--- src/rtl/wb_host_pkg.sv ---
// Shared types and defaults for the Wishbone host initiator.
package wb_host_pkg;

    localparam int WB_WIDTH_DEF = 32;
    localparam int SEL_W        = 4;

    typedef enum logic [1:0] {
        IDLE = 2'd0,
        BUS  = 2'd1,
        RESP = 2'd2
    } wb_state_e;

    typedef struct packed {
        logic [WB_WIDTH_DEF-1:0] rdata;
        logic                    err;
        logic                    timeout;
    } wb_rsp_t;

endpackage

--- src/rtl/wb_host_timeout.sv ---
// Saturating bus-cycle counter that flags expiry after TO_CYCLES strobe cycles.
module wb_host_timeout #(
    parameter int TO_CYCLES = 255,
    parameter int TO_W      = 8
) (
    input  logic clk,
    input  logic rst,
    input  logic clr,
    input  logic en,
    output logic expire
);

    logic [TO_W-1:0] cnt_q;

    always_ff @(posedge clk or posedge rst) begin
        if (rst) begin
            cnt_q <= '0;
        end else if (clr) begin
            cnt_q <= '0;
        end else if (en && (cnt_q != {TO_W{1'b1}})) begin
            cnt_q <= cnt_q + 1'b1;
        end
    end

    // Counter reads 0 in the first strobe cycle, so stb stays up TO_CYCLES cycles.
    assign expire = en && (cnt_q == TO_W'(TO_CYCLES - 1));

endmodule

--- src/rtl/wb_host_master.sv ---
// Wishbone classic initiator: one command in, one single read/write cycle out, one response back.
module wb_host_master
    import wb_host_pkg::*;
#(
    parameter int WB_WIDTH  = WB_WIDTH_DEF,
    parameter int TO_CYCLES = 255,
    parameter int TO_W      = 8
) (
    input  logic                wb_clk_i,
    input  logic                wb_rst_i,
    input  logic                cmd_valid,
    output logic                cmd_ready,
    input  logic                cmd_we,
    input  logic [WB_WIDTH-1:0] cmd_addr,
    input  logic [WB_WIDTH-1:0] cmd_wdata,
    input  logic [SEL_W-1:0]    cmd_sel,
    output logic                rsp_valid,
    input  logic                rsp_ready,
    output logic [WB_WIDTH-1:0] rsp_rdata,
    output logic                rsp_err,
    output logic                rsp_timeout,
    output logic                wbm_cyc_o,
    output logic                wbm_stb_o,
    output logic                wbm_we_o,
    output logic [WB_WIDTH-1:0] wbm_adr_o,
    output logic [WB_WIDTH-1:0] wbm_dat_o,
    output logic [SEL_W-1:0]    wbm_sel_o,
    input  logic [WB_WIDTH-1:0] wbm_dat_i,
    input  logic                wbm_ack_i,
    input  logic                wbm_err_i,
    output logic                busy_o
);

    wb_state_e state_q, state_d;
    wb_rsp_t   rsp_q, rsp_d;
    logic      to_expire;
    logic      to_clr;

    // Timeout counter clears on the RESP->IDLE handshake and holds otherwise.
    assign to_clr = (state_q == RESP) && rsp_ready;

    wb_host_timeout #(
        .TO_CYCLES (TO_CYCLES),
        .TO_W      (TO_W)
    ) u_timeout (
        .clk    (wb_clk_i),
        .rst    (wb_rst_i),
        .clr    (to_clr),
        .en     (state_q == BUS),
        .expire (to_expire)
    );

    always_comb begin
        state_d = state_q;
        rsp_d   = rsp_q;
        case (state_q)
            IDLE: begin
                if (cmd_valid) state_d = BUS;
            end
            BUS: begin
                if (wbm_err_i) begin
                    state_d       = RESP;
                    rsp_d.rdata   = '0;
                    rsp_d.err     = 1'b1;
                    rsp_d.timeout = 1'b0;
                end else if (wbm_ack_i) begin
                    state_d       = RESP;
                    rsp_d.rdata   = wbm_we_o ? '0 : wbm_dat_i;
                    rsp_d.err     = 1'b0;
                    rsp_d.timeout = 1'b0;
                end else if (to_expire) begin
                    state_d       = RESP;
                    rsp_d.rdata   = '0;
                    rsp_d.err     = 1'b1;
                    rsp_d.timeout = 1'b1;
                end
            end
            RESP: begin
                if (rsp_ready) begin
                    state_d       = IDLE;
                    rsp_d.err     = 1'b0;
                    rsp_d.timeout = 1'b0;
                end
            end
            default: state_d = IDLE;
        endcase
    end

    always_ff @(posedge wb_clk_i or posedge wb_rst_i) begin
        if (wb_rst_i) begin
            state_q   <= IDLE;
            rsp_q     <= '0;
            wbm_we_o  <= 1'b0;
            wbm_adr_o <= '0;
            wbm_dat_o <= '0;
            wbm_sel_o <= '0;
        end else begin
            state_q <= state_d;
            rsp_q   <= rsp_d;
            if ((state_q == IDLE) && cmd_valid) begin
                wbm_we_o  <= cmd_we;
                wbm_adr_o <= cmd_addr;
                wbm_dat_o <= cmd_wdata;
                wbm_sel_o <= cmd_sel;
            end
        end
    end

    // Handshake and strobe signals decode straight from the state register, so reset drops them at once.
    assign cmd_ready   = (state_q == IDLE);
    assign wbm_cyc_o   = (state_q == BUS);
    assign wbm_stb_o   = (state_q == BUS);
    assign rsp_valid   = (state_q == RESP);
    assign busy_o      = (state_q != IDLE);
    assign rsp_rdata   = rsp_q.rdata;
    assign rsp_err     = rsp_q.err;
    assign rsp_timeout = rsp_q.timeout;

endmodule
--- config.mk ---
export PLATFORM = sky130hd
export DESIGN_NAME = wb_host_master
export DESIGN_NICKNAME = d
export VERILOG_FILES = /design/src/rtl/wb_host_pkg.sv /design/src/rtl/wb_host_timeout.sv /design/src/rtl/wb_host_master.sv
export SDC_FILE = /design/constraint.sdc
export NUM_CORES = 1
export LEC_CHECK = 0
export ABC_AREA = 1
export CAP_MARGIN = 25
export CELL_PAD_IN_SITES_DETAIL_PLACEMENT = 1
export CELL_PAD_IN_SITES_GLOBAL_PLACEMENT = 2
export CORE_MARGIN = 4
export CORE_UTILIZATION = 23
export DETAILED_ROUTE_END_ITERATION = 10
export PLACE_DENSITY = 0.78
export SLEW_MARGIN = 20
export SYNTH_ARGS = -nofsm -noshare
export SYNTH_HDL_FRONTEND = slang
export SYNTH_SLANG_ARGS = --single-unit
--- constraint.sdc ---
create_clock -name wb_clk_i -period 3.72 [get_ports wb_clk_i]
set_input_delay 0.93 -clock wb_clk_i [delete_from_list [all_inputs] [get_ports wb_clk_i]]
set_output_delay 0.93 -clock wb_clk_i [all_outputs]
set_load 0.02 [all_outputs]
==> results of run 1 <==
## state kept, by name (all words and copies together), names as in the netlist
| register | count |
|---|---|
| rsp_rdata | 32 |
| wbm_adr_o | 32 |
| rsp_err | 1 |
| u_timeout.cnt_q | 8 |
| wbm_sel_o | 4 |
| state_q | 2 |
| wbm_dat_o | 32 |
| rsp_timeout | 1 |
| wbm_we_o | 1 |
## cells in the final DEF (no fill, tap or decap), types with 2 or more instances in the layout
cell / instances
ha_1: 6
inv_1: 16
buf_12: 3
clkbuf_8: 2
dfrtp_1: 113
buf_4: 2
inv_6: 5
nand2_1: 98
nand4_1: 6
o21ai_2: 32
nand2_2: 6
clkinvlp_4: 6
nor2_2: 2
nor2_1: 12
mux2_2: 69
nand3_1: 8
clkbuf_16: 17
clkdlybuf4s50_1: 214
xor2_1: 2
## worst max-delay path, cell delays in order (launching register included)
cell             delay [ps]
dfrtp_1                 390
inv_1                   110
ha_1                    410
clkdlybuf4s50_1         690
## final cells by class
class                      instances  area, um^2
clock buffer                      19         453
clock inverter                    13         125
fill                            2203       12500
inverter                          17        67.6
multi-input combinational        248        1750
sequential                       113        2830
tap                              270         338
timing repair buffer             219        2220
## cells in the mapped netlist (all sizes together)
library cell,number
dfrtp,113
nand2,105
mux2,69
o21ai,33
buf,17
inv,17
nor2,15
nand3,8
ha,6
nand4,6
nor3,2
xor2,2
or2,1
xnor2,1
## through the flow
stage               hold slack, ps  util (%)  instances  cell area (um^2)  total power [mW]
global placement               467      35.5        867              7200              5.10
finish                         483      38.3        899              7780              6.71
CTS                            482      38.3        899              7780              6.85
detailed placement             471      35.5        867              7200              5.20
global route                   509      38.3        899              7780              7.10
floorplan                      467         -        395              4770              3.71
## where the power goes
group | switching [mW] | internal [mW]
logic | 1.55 | 1.52
clock network | 0.625 | 0.963
registers | 0.299 | 1.76
total | 2.48 | 4.24
## routing by layer
| metal | track usage (%) | up-vias | share of wire, % | wire (um) |
|---|---|---|---|---|
| li1 | - | 1746 | - | - |
| met1 | 14.7 | 1842 | 40 | 5890 |
| met2 | 22.7 | 123 | 53 | 7760 |
| met3 | 4.64 | 22 | 5.7 | 842 |
| met4 | 4.62 | 0 | 1.9 | 277 |
| met5 | 0 | - | 0 | 0 |
## how the worst min path moves through the flow
| stage | endpoint | depth (start not counted) | slack, ps | start |
|---|---|---|---|---|
| final | rsp_rdata[0] | 2 | 480 | rsp_rdata[0] |
| after global routing | rsp_rdata[2] | 2 | 510 | rsp_rdata[2] |
| after CTS | rsp_rdata[0] | 2 | 480 | rsp_rdata[0] |
| after detailed placement | rsp_rdata[0] | 2 | 470 | rsp_rdata[0] |
| after global placement | rsp_rdata[2] | 2 | 470 | rsp_rdata[2] |
| after floorplan | state_q[1] | 2 | 470 | state_q[1] |
## cell families after synthesis
logic type               Yosys count  share of synthesized area (%)
flip-flops                       113                           59.3
buffers and inverters             34                           4.09
AND/OR/NAND/NOR                  137                           12.2
multiplexers                      69                           16.3
AO/OA/AOI/OAI                     33                           5.98
XOR/XNOR                           3                          0.551
adder cells (fa/ha/maj)            6                           1.57
==> qor.txt, run 1 <==
status - finished, final reports clean
Gate Count Post-Synth - 395
pre-CTS setup slack - 1030 ps
CP Launch Point - state_q[1]
Port-buffer cells - 214
Worst setup SP type - flop
Cell Area, Synth - 0.00477 mm^2
Hold Crit Class - reg -> reg
share of layout cells above drive strength 1 - 24.0%
vias in the first global route - 4157
Ant. Diodes - 0
DR pass1 iterations - 4
register area share after synthesis - 59.3%
clock buffer depth - 2
CTS resizes - 0
Clock Skew - 12.9 ps
Starting DRT DRC Count - 89
Pwr Density - 863 mW/mm^2
worst reg2reg endpoint - wbm_dat_o[21]
row count - 52
post-DR vias/cell - 4.15
initial cell density of the core - 23.5%
Peak VDD IR - 0.000307 V
R2R Path Start - state_q[0]
worst slew pin tran - 835 ps
Vias - 3733
Synth Area per Inst - 12.1 um^2
clock latency on the worst-skew pair - 420 ps
CTS tree - yes
final setup violation count - 0
Die Y - 152 um
gpl congestion - 0.758
end of the critical path - wbm_stb_o
Rel. slew slack - 44.2%
CP Data Required Time - 2790 ps
Inserted Clock Buffers - 17
num ports - 215
maxcap violations - 0
Routed WL - 14.8 mm
worst r2r path cells - 5
H-Tree Level Count - 4
die area - 0.0231 mm^2
Area growth syn-to-layout - 63.2%
global-route wire length before repair - 24.0 mm
fin. max-slew vios - 0
Period minus WS final - 2930 ps
pin count of the biggest net entering global routing - 51
Core Area - 0.0203 mm^2
Worst setup EP type - output pin
final setup TNS - 0 ps
synth top area cells - dfrtp_1, mux2_2, nand2_1, o21ai_2, buf_6
Syn Nets - 508
number of hold violations in the final report - 0
CP Data Arrival Time - 2000 ps
DP HPWL - 11.1 mm
period utilization - 78.7%
Die X-Extent - 152 um
share of the synthesized area in the top cell type - 59.3%
Reg clk slew, reported paths - 50 ps
GRT overflow - 0
Antenna Violating Nets Remaining - 0
root buffer cell - clkbuf_16
cts hold-fix bufs - 0
count of state elements after synthesis - 113
kind of critical path - reg -> out
Reg2Reg Setup Slack - 1680 ps
Crit Path Max Fanout - 8
DR WL/cell - 16.4 um
Fmax - 0.341 GHz
Layout Nets - 729
total track usage - 13.0%
postcts setup bufs - 0
Remaining DRCs - 0
Pleak - 3.27 nW
antenna violations before repair - 0
Sink Count - 113
RSZ-0062 raised after global routing - no
Distinct cells, synth - 22
synth warn - 0
final worst slack - 791 ps
most area-hungry cell type in the Yosys netlist - dfrtp_1
Note: power is estimated with default switching activity, not from simulation.
==> inputs of run 2 (changes only) <==
- CORE_UTILIZATION: 23 -> 25
- PLACE_DENSITY: 0.78 -> 0.8
- clock period: 3.72 -> 2.8 ns (I/O delays scaled with it)
==> run 2 against run 1 <==
Flip-flop and latch count unchanged. Global-route usage is 1.1 points higher. Routed wire length decreased by 1.2%. Final area about the same. Via count is 0.16% lower. Setup slack worse by 570 ps. Register-to-register slack worse by 590 ps. Sequential power up 33%. Clock-buffer cell count is 3 higher. Largest power group unchanged. Highest routed layer unchanged.
==> qor.txt, run 2 (same netlist as run 1, synthesis figures left out) <==
final setup TNS - 0 ps
Clk pwr share - 23.7%
Sink Count - 113
Remaining DRCs - 0
DP Area - 0.00719 mm^2
CTS resizes - 0
Pwr Density - 1150 mW/mm^2
final instance area - 0.00778 mm^2
R2R Path Start - u_timeout.cnt_q[0]
kind of critical path - reg -> out
Rel. slew slack - 67.2%
final setup violation count - 0
period utilization - 92.1%
switching part of the total - 35.9%
pin count of the biggest net entering global routing - 70
Antenna Violating Nets Remaining - 0
leading cell type in the layout, fill and taps excluded - clkdlybuf4s50_1
Starting DRT DRC Count - 98
post-DR vias/cell - 4.30
number of hold violations in the final report - 0
Inserted Clock Buffers - 17
num ports - 215
row count - 50
net switching power - 3.22 mW
worst slew pin tran - 491 ps
clock latency on the worst-skew pair - 410 ps
Worst setup EP type - output pin
Ant. Diodes - 0
initial cell density of the core - 25.5%
GRT overflow - 0
fin. max-slew vios - 0
most frequent cells in the layout - clkdlybuf4s50_1, dfrtp_1, nand2_1
root buffer cell - clkbuf_16
Peak VDD IR - 0.000446 V
final core utilization - 41.6%
Reg clk slew, reported paths - 50 ps
end of the critical path - rsp_valid
DR WL/cell - 16.8 um
CTS tree - yes
Comb pwr share - 45.8%
Pleak - 3.31 nW
Area growth syn-to-layout - 63.1%
global-route wire length before repair - 23.8 mm
Hold Crit Class - reg -> reg
DR pass1 iterations - 4
CP Data Arrival Time - 1880 ps
Vias - 3727
maxcap violations - 0
gpl congestion - 0.772
status - finished, final reports clean
postcts setup bufs - 0
die area - 0.0213 mm^2
Port-buffer cells - 214
H-Tree Level Count - 4
WHS - 484 ps
Clock Skew - 9.74 ps
CP Data Required Time - 2100 ps
worst r2r path cells - 10
share of layout cells above drive strength 1 - 24.1%
RSZ-0062 raised after global routing - no
cts hold-fix bufs - 0
CP Launch Point - state_q[0]
Die Y - 146 um
DP HPWL - 11.0 mm
Fill cells - 1987
Layout Nets - 732
total track usage - 14.1%
Worst setup SP type - flop
Period minus WS final - 2580 ps
Die X-Extent - 146 um
vias in the first global route - 4267
Fmax - 0.388 GHz
Reg2Reg Setup Slack - 1090 ps
Core Area - 0.0187 mm^2
worst reg2reg endpoint - rsp_rdata[9]
antenna violations before repair - 0
Routed WL - 14.6 mm
Reg power frac - 30.5%
Int Pwr - 5.75 mW
clock buffer depth - 2
Crit Path Max Fanout - 5
-- run 2: per-stage QoR --
step	instances	power (mW)	setup slack (ps)
floorplan	395	4.93	729
global placement	834	6.78	510
detailed placement	834	6.94	446
CTS	866	9.13	168
global route	866	9.49	128
finish	866	8.96	222
-- run 2: worst min-delay path by stage --
stage	startpoint	endpoint	slack (ps)	depth (start not counted)
floorplan	state_q[1]	state_q[1]	470	2
global placement	rsp_timeout	rsp_timeout	460	2
detailed placement	rsp_rdata[14]	rsp_rdata[14]	480	2
CTS	rsp_rdata[10]	rsp_rdata[10]	490	2
global route	rsp_rdata[10]	rsp_rdata[10]	510	2
finish	rsp_timeout	rsp_timeout	480	2
-- run 2: worst max-delay path, stage by stage, from the launching register on --
cell	delay [ps]
dfrtp_1	390
inv_1	120
ha_1	300
clkdlybuf4s50_1	670
-- run 2: area by class of cell --
cell class	instances	area, um^2	share of cell area [%]
sequential	113	2830	36.4
clock inverter	10	109	1.40
timing repair buffer	222	2250	29.0
inverter	17	67.6	0.869
tap	234	293	3.76
clock buffer	22	474	6.10
multi-input combinational	248	1750	22.6
-- run 2: power by group through the flow --
stage               clock, mW  combinational (mW)  sequential (mW)
finish                   2.12                4.11             2.73
global route             2.27                4.39             2.83
CTS                      2.19                4.20             2.74
detailed placement          0                4.18             2.76
global placement            0                4.07             2.71
floorplan                   0                1.41             3.51
-- run 2: routing by layer --
metal / vias up / global-route usage (%) / routed length (um)
li1: 1744 / - / -
met1: 1814 / 15.8 / 5960
met2: 145 / 24.1 / 7290
met3: 24 / 6.33 / 1080
met4: 0 / 4.42 / 263
met5: - / 0 / 0
==> inputs of run 3 (changes only) <==
- CORE_ASPECT_RATIO: unset -> 1.5
==> run 3 against run 2 <==
Critical path depth increased by 1. Die area increased by 0.22%. Setup slack got worse by 24 ps. Combinational power about the same. Final cell count increased by 2.1%. Critical endpoint is now busy_o. Global-route usage decreased by 0.30 points. Highest routed layer unchanged. Largest power group unchanged. Fmax decreased by 0.90%. Largest cell class unchanged.
==> qor.txt, run 3 (same netlist as run 1, synthesis figures left out) <==
status - finished, final reports clean
CP Data Arrival Time - 1900 ps
Hold Path Depth - 2
Starting DRT DRC Count - 162
DR WL/cell - 16.5 um
leading cell type in the layout, fill and taps excluded - clkdlybuf4s50_1
final setup violation count - 0
final core utilization - 42.4%
clock latency on the worst-skew pair - 400 ps
Vias - 3733
DP HPWL - 11.1 mm
cts hold-fix bufs - 0
net switching power - 3.23 mW
GRT overflow - 0
maxcap violations - 0
Antenna Violating Nets Remaining - 0
kind of critical path - reg -> out
Port-buffer cells - 214
Area growth syn-to-layout - 65.5%
worst slew pin tran - 572 ps
Clk pwr share - 26.5%
Fill cells - 2109
total track usage - 13.8%
CTS tree - yes
Hold Crit Class - reg -> reg
Clock Skew - 5.81 ps
die area - 0.0214 mm^2
Crit Path Max Fanout - 3
fin. max-slew vios - 0
Core Area - 0.0186 mm^2
root buffer cell - clkbuf_16
most frequent cells in the layout - clkdlybuf4s50_1, dfrtp_1, nand2_1
Die X-Extent - 121 um
Sink Count - 113
CTS resizes - 0
Fmax - 0.384 GHz
RSZ-0062 raised after global routing - no
clock buffer depth - 2
Period minus WS final - 2600 ps
Reg2Reg Setup Slack - 1080 ps
CP Data Required Time - 2100 ps
number of hold violations in the final report - 0
Inserted Clock Buffers - 17
postcts setup bufs - 0
WHS - 481 ps
post-DR vias/cell - 4.22
Pleak - 3.35 nW
Worst setup EP type - output pin
end of the critical path - busy_o
vias in the first global route - 4214
H-Tree Level Count - 4
worst reg2reg endpoint - wbm_adr_o[30]
Routed WL - 14.6 mm
Pwr Density - 1180 mW/mm^2
Rel. slew slack - 61.8%
# placed instances - 852
CP Launch Point - state_q[0]
switching part of the total - 34.7%
pin count of the biggest net entering global routing - 70
Worst setup SP type - flop
Comb pwr share - 44.1%
DR pass1 iterations - 4
Reg clk slew, reported paths - 50 ps
period utilization - 92.9%
worst r2r path cells - 5
share of layout cells above drive strength 1 - 24.2%
num ports - 215
gpl congestion - 0.794
Layout Nets - 732
antenna violations before repair - 0
row count - 61
Reg power frac - 29.3%
non-filler cells, final - 884
final setup TNS - 0 ps
Multi-input gate area - 0.00175 mm^2
Peak VDD IR - 0.000375 V
Ant. Diodes - 0
Remaining DRCs - 0
Int Pwr - 6.07 mW
Sequential cell area - 0.00283 mm^2
global-route wire length before repair - 22.7 mm
Die Y - 177 um
R2R Path Start - state_q[0]
initial cell density of the core - 25.6%
-- run 3: cell count changes in the layout (fill, tap and decap cells not counted) --
| cell | delta |
|---|---|
| bufinv_16 | +4 |
| clkinv_2 | -3 |
| clkbuf_8 | -2 |
| inv_6 | +2 |
| clkbuf_1 | -1 |
-- run 3: cell type report --
cell class / count / area share [%]
clock buffers: 19 / 5.61
clock inverters: 13 / 2.93
inverters: 17 / 0.856
multi-input cells: 248 / 22.2
flip-flops and latches: 113 / 35.8
well taps: 252 / 4.00
repair buffers: 222 / 28.5
-- run 3: worst min-delay path by stage --
| stage | start | endpoint | slack [ps] |
|---|---|---|---|
| after floorplan | state_q[1] | state_q[1] | 470 |
| after global routing | rsp_timeout | rsp_timeout | 510 |
| final | rsp_rdata[26] | rsp_rdata[26] | 480 |
| after global placement | rsp_rdata[11] | rsp_rdata[11] | 470 |
| after CTS | rsp_rdata[26] | rsp_rdata[26] | 490 |
| after detailed placement | rsp_rdata[26] | rsp_rdata[26] | 470 |
-- run 3: per-stage QoR --
| stage | setup slack (ps) | power, mW | area [um^2] |
|---|---|---|---|
| final | 198 | 9.30 | 7890 |
| after global routing | 69.9 | 9.80 | 7890 |
| after CTS | 141 | 9.46 | 7890 |
| after detailed placement | 533 | 6.93 | 7220 |
| after global placement | 605 | 6.80 | 7220 |
| after floorplan | 729 | 4.93 | 4770 |
-- run 3: routing by layer --
| layer | track usage, % | vias to the layer above | routed length (um) |
|---|---|---|---|
| li1 | - | 1753 | - |
| met1 | 14.4 | 1827 | 5300 |
| met2 | 25.7 | 139 | 8130 |
| met3 | 4.19 | 14 | 886 |
| met4 | 5.10 | 0 | 234 |
| met5 | 0 | - | 0 |
-- run 3: critical path, cell delays in order, from the launching register on --
cell,delay (ps)
dfrtp_1,380
inv_1,100
ha_1,260
inv_1,130
clkdlybuf4s50_1,630
-- run 3: power by group through the flow --
stage	Clock [mW]	Combinational [mW]	Sequential, mW
after floorplan	0	1.41	3.51
after global placement	0	4.08	2.71
after detailed placement	0	4.17	2.76
after CTS	2.54	4.19	2.74
after global routing	2.61	4.36	2.82
final	2.47	4.11	2.73
